### src/rtl/innerproduct_seq_ctrl.sv
// Sequential window inner product: one MAC per cycle over N_TAPS latched pixels,
// theta fetched from an external combinational coefficient table.
module innerproduct_seq_ctrl #(
    parameter int N_TAPS = 81,
    parameter int PIX_W  = 7,
    parameter int ACC_W  = 32,
    parameter int ADDR_W = 7
) (
    input  logic                      clk,
    input  logic                      rst,
    input  logic                      in_valid,
    output logic                      in_ready,
    input  logic [N_TAPS*PIX_W-1:0]   pix_in,
    output logic [ADDR_W-1:0]         coef_addr,
    input  logic [ACC_W-1:0]          coef_data,
    output logic                      out_valid,
    input  logic                      out_ready,
    output logic [ACC_W-1:0]          hprime,
    output logic                      busy
);

    typedef enum logic [1:0] {IDLE, RUN, DONE} state_t;

    localparam logic [ADDR_W-1:0] LAST = ADDR_W'(N_TAPS - 1);

    state_t                    state, state_nxt;
    logic [ADDR_W-1:0]         idx, idx_nxt;
    logic [ACC_W-1:0]          acc, acc_nxt, prod;
    logic [N_TAPS*PIX_W-1:0]   win;
    logic                      load;
    logic [PIX_W-1:0]          taps [N_TAPS];

    for (genvar k = 0; k < N_TAPS; k++) begin : g_tap
        assign taps[k] = win[k*PIX_W +: PIX_W];
    end

    // Pixel is zero-extended; the product is kept at ACC_W so signed theta wraps correctly.
    assign prod = ACC_W'(taps[idx]) * coef_data;
    assign busy = (state != IDLE);

    always_ff @(posedge clk or posedge rst) begin
        if (rst) begin
            state <= IDLE;
            idx   <= '0;
            acc   <= '0;
            win   <= '0;
        end else begin
            state <= state_nxt;
            idx   <= idx_nxt;
            acc   <= acc_nxt;
            if (load) win <= pix_in;
        end
    end

    always_comb begin
        state_nxt = state;
        idx_nxt   = idx;
        acc_nxt   = acc;
        load      = 1'b0;
        in_ready  = 1'b0;
        out_valid = 1'b0;
        coef_addr = '0;
        hprime    = '0;
        case (state)
            IDLE: begin
                in_ready = 1'b1;
                if (in_valid) begin
                    load      = 1'b1;
                    idx_nxt   = '0;
                    acc_nxt   = '0;
                    state_nxt = RUN;
                end
            end
            RUN: begin
                coef_addr = idx;
                acc_nxt   = acc + prod;
                // idx parks on the last tap so coef_addr stays inside the table
                if (idx == LAST) state_nxt = DONE;
                else             idx_nxt   = idx + ADDR_W'(1);
            end
            DONE: begin
                out_valid = 1'b1;
                hprime    = acc;
                if (out_ready) state_nxt = IDLE;
            end
            default: state_nxt = IDLE;
        endcase
    end

endmodule

### config.mk
export PLATFORM = sky130hd
export DESIGN_NAME = innerproduct_seq_ctrl
export DESIGN_NICKNAME = d
export VERILOG_FILES = /design/src/rtl/innerproduct_seq_ctrl.sv
export SDC_FILE = /design/constraint.sdc
export NUM_CORES = 2
export LEC_CHECK = 0
export ABC_CLOCK_PERIOD_IN_PS = 25100
export BUFFER_PORTS_ARGS = -buffer_cell sky130_fd_sc_hd__buf_2
export CAP_MARGIN = 10
export CORE_MARGIN = 2
export CORE_UTILIZATION = 35
export CTS_BUF_LIST = sky130_fd_sc_hd__clkbuf_2
export CTS_CLUSTER_DIAMETER = 80
export DETAILED_ROUTE_END_ITERATION = 16
export PLACE_DENSITY_LB_ADDON = 0.05
export SLEW_MARGIN = 20
export SYNTH_ARGS = -nofsm -noshare
export SYNTH_HDL_FRONTEND = slang
export SYNTH_SLANG_ARGS = --single-unit
### constraint.sdc
create_clock -name clk -period 25.1 [get_ports clk]
set_input_delay 5.02 -clock clk [delete_from_list [all_inputs] [get_ports clk]]
set_output_delay 5.02 -clock clk [all_outputs]
set_load 0.005 [all_outputs]
==> metrics <==
postcts setup bufs 0; pin count of the biggest net entering global routing 106; dpl ws 14.40 ns; crit path launch type flip-flop; die width 318 um; Worst EP arrival 10.97 ns; area of the multi-input gates 0.0176 mm^2; GRT Overall Usage 25.1%; max cap viols 0; EDFF count, synth 0; Antenna Nets Post-Route 0; Post-Syn Instances 3,828; final slew viol count 0; first drt pass iteration count 5; final setup margin 15.40 ns; Adder-Cell Fraction of Synth Area 11.0%; worst skew pair latency 1.42 ns; Reg2Reg Setup Slack 15.40 ns; Syn Area/Cell 8.99 um^2; TritonCTS Buffers 169; actual slew at the worst max-slew pin 1.08 ns; core area 0.0980 mm^2; mux share of post-synthesis cell area 9.65%; HPWL after detailed placement 91,100 um; RSZ-0062 raised after global routing no; row count 115; critical path fanouts, max 53; num ports 645; RR Startpoint idx[1]; Initial Util 35.1%; Total Wirelength 126,000 um; Distinct cells, synth 67; most frequent cells in the layout nand2_1 (1,830), buf_2 (644), dfrtp_1 (603), clkbuf_2 (254), inv_1 (209); post-route clock skew 0.124 ns; Slew Limit Headroom 27.7%; Reg2Reg Depth 27; wire per inst 21.2 um; Post-Synth Simple-Gate Area 25.0%; period utilization 38.7%; FF+latch area 0.0152 mm^2; # fillers 10,400; CTS tree done; CP Capture Type flip-flop; Die Y 318 um; Cell Area, Synth 0.0344 mm^2; Initial DRC Count 1,856; asr flop ratio synth 100%; Synth Register Bits 608; capturing point of the worst reg2reg path acc[31]; Min-Delay Endpoint win[101]; drt via density 4.83; vias in the first global route 29,900; # H-tree levels 4; post_cts resized 0; status complete, no violations; Clock Sinks 608; IO buf count 644; clock slew seen by the registers of the worst setup and hold paths 0.12 ns; first-pass GRT wire length 189,000 um; Ys Warns 0; initial antenna violation count 81; ys flop type dfrtp_1; Fmax achieved 103 MHz; fin crit period 9.70 ns; layout cells sized above 1 24.0%; Hold Startpoint win[101]; Post-Syn Nets 4,636; hold_buf cts 0; most common cell after layout, fill and taps aside nand2_1; hold path depth 2; setup violators final 0; root buf cell clkbuf_2; Residual DRC 0; Syn-to-layout area delta 17.5%; GRT overflow 0; setup_tns 0 ns; largest family of logic cells by synthesized area simple AND/OR/NAND/NOR gates; Hold Vio Cnt, Final 0; Final nets 5,279; CP required 26.37 ns; critical path class reg -> reg; post-synthesis sequential area ratio 44.2%; Synth Area in Compound Gates 4.21%; Hold/Removal Path Class reg -> reg; Placer Congestion 0.837; DR vias 28,600; Max clock buf depth 3; Synth Area in XOR/XNOR 1.03%; Die ar. 0.101 mm^2
cell families after synthesis:
kind of cell,Yosys count
xor gates and xnor gates,38
and+or+nand+nor,2133
buffers and inverters,430
muxes,196
AOI/OAI and AO/OA,218
adders and majority gates,205
DFF,608
flip-flops by register name, summed over array words and instances (netlist names):
register / cells
acc: 32
idx: 7
state: 2
win: 567
layer usage:
metal  track usage, %  vias to the layer above  wire length [um]
li1                 -                    13500                 -
met1             31.9                    13900             52500
met2             41.5                      814             61500
met3             6.31                      247              8050
met4             8.68                       50              3320
met5                0                        -               288
metrics by stage:
stage	instances	cell area (um^2)	utilization (%)	hold WS, ns
3_5_place_dp	5587	38800	39.6	0.457
4_1_cts	5879	40300	41.2	0.477
3_3_place_gp	5587	38800	39.6	0.453
6_report	5922	40400	41.3	0.474
2_1_floorplan	3828	34400	-	0.440
5_1_grt	5907	40400	41.2	0.495
worst max-delay path, stage by stage, from the launching register on:
cell and delay (ns):
dfrtp_4 1.06, buf_4 0.71, mux2_2 0.41, a221oi_1 0.29, nor3_1 0.11, a211oi_1 0.54
o21ai_0 0.38, a221o_2 0.81, nand2_1 0.21, fa_1 0.42, inv_1 0.09, fa_1 0.40
fa_1 0.51, inv_1 0.05, fa_1 0.48, inv_1 0.04, ha_1 0.35, a21o_1 0.20
a21o_1 0.16, a21oi_1 0.18, nand3_1 0.16, a22oi_1 0.53, nor3_1 0.12, a311oi_1 0.36
o21ai_0 0.19, o41a_1 0.35, xnor3_1 0.36, o2bb2ai_1 0.12
worst max-delay path by stage:
| stage | from | end | slack, ns | depth (start not counted) |
|---|---|---|---|---|
| 5_1_grt | idx[1] | acc[31] | 15.14 | 27 |
| 6_report | idx[1] | acc[31] | 15.40 | 27 |
| 3_3_place_gp | coef_data[7] | acc[31] | 14.49 | 21 |
| 4_1_cts | idx[1] | acc[31] | 15.33 | 28 |
| 3_5_place_dp | coef_data[10] | acc[31] | 14.40 | 21 |
| 2_1_floorplan | rst | acc[0] | 3.06 | 1 |
cell usage after synthesis, drive strengths merged, types with 3 or more instances:
| cell | n | area (um^2) |
|---|---|---|
| a22o | 4 | 35.0 |
| nand3 | 40 | 200 |
| and2b | 7 | 52.6 |
| o221ai | 5 | 43.8 |
| nor3 | 14 | 70.1 |
| o21ai | 61 | 305 |
| o21a | 5 | 37.5 |
| buf | 43 | 245 |
| fa | 162 | 3240 |
| nand2 | 1831 | 6870 |
| a211oi | 7 | 52.6 |
| ha | 43 | 538 |
| inv | 210 | 788 |
| o22ai | 10 | 62.6 |
| mux2 | 18 | 203 |
| a222oi | 3 | 30.0 |
| nand2b | 18 | 113 |
| a21o | 14 | 105 |
| xnor2 | 23 | 209 |
| nand4 | 7 | 43.8 |
| a21oi | 34 | 170 |
| a311oi | 3 | 26.3 |
| nor2b | 70 | 438 |
| o21bai | 5 | 37.5 |
| or3 | 6 | 37.5 |
| clkbuf | 175 | 657 |
| dfrtp | 608 | 15200 |
| mux2i | 71 | 711 |
| a32oi | 3 | 26.3 |
| xor2 | 14 | 123 |
| mux4 | 107 | 2410 |
| a31oi | 7 | 43.8 |
| o211ai | 8 | 60.1 |
| a22oi | 18 | 135 |
| nor2 | 47 | 176 |
| and2 | 78 | 488 |
| a221oi | 13 | 114 |
| a2111oi | 4 | 35.0 |
layout make-up:
type,instances,share of cell area [%]
antenna,43,0.266
clock buffer,254,3.14
clock inverter,38,0.653
inverter,212,1.99
multi-input combinational,2790,43.4
sequential,608,37.7
tap,1287,3.98
timing repair buffer,690,8.87
Power is left out: the tool's default activity adds up to more than one toggle a clock period on the data nets, which glitch-free logic cannot reach.
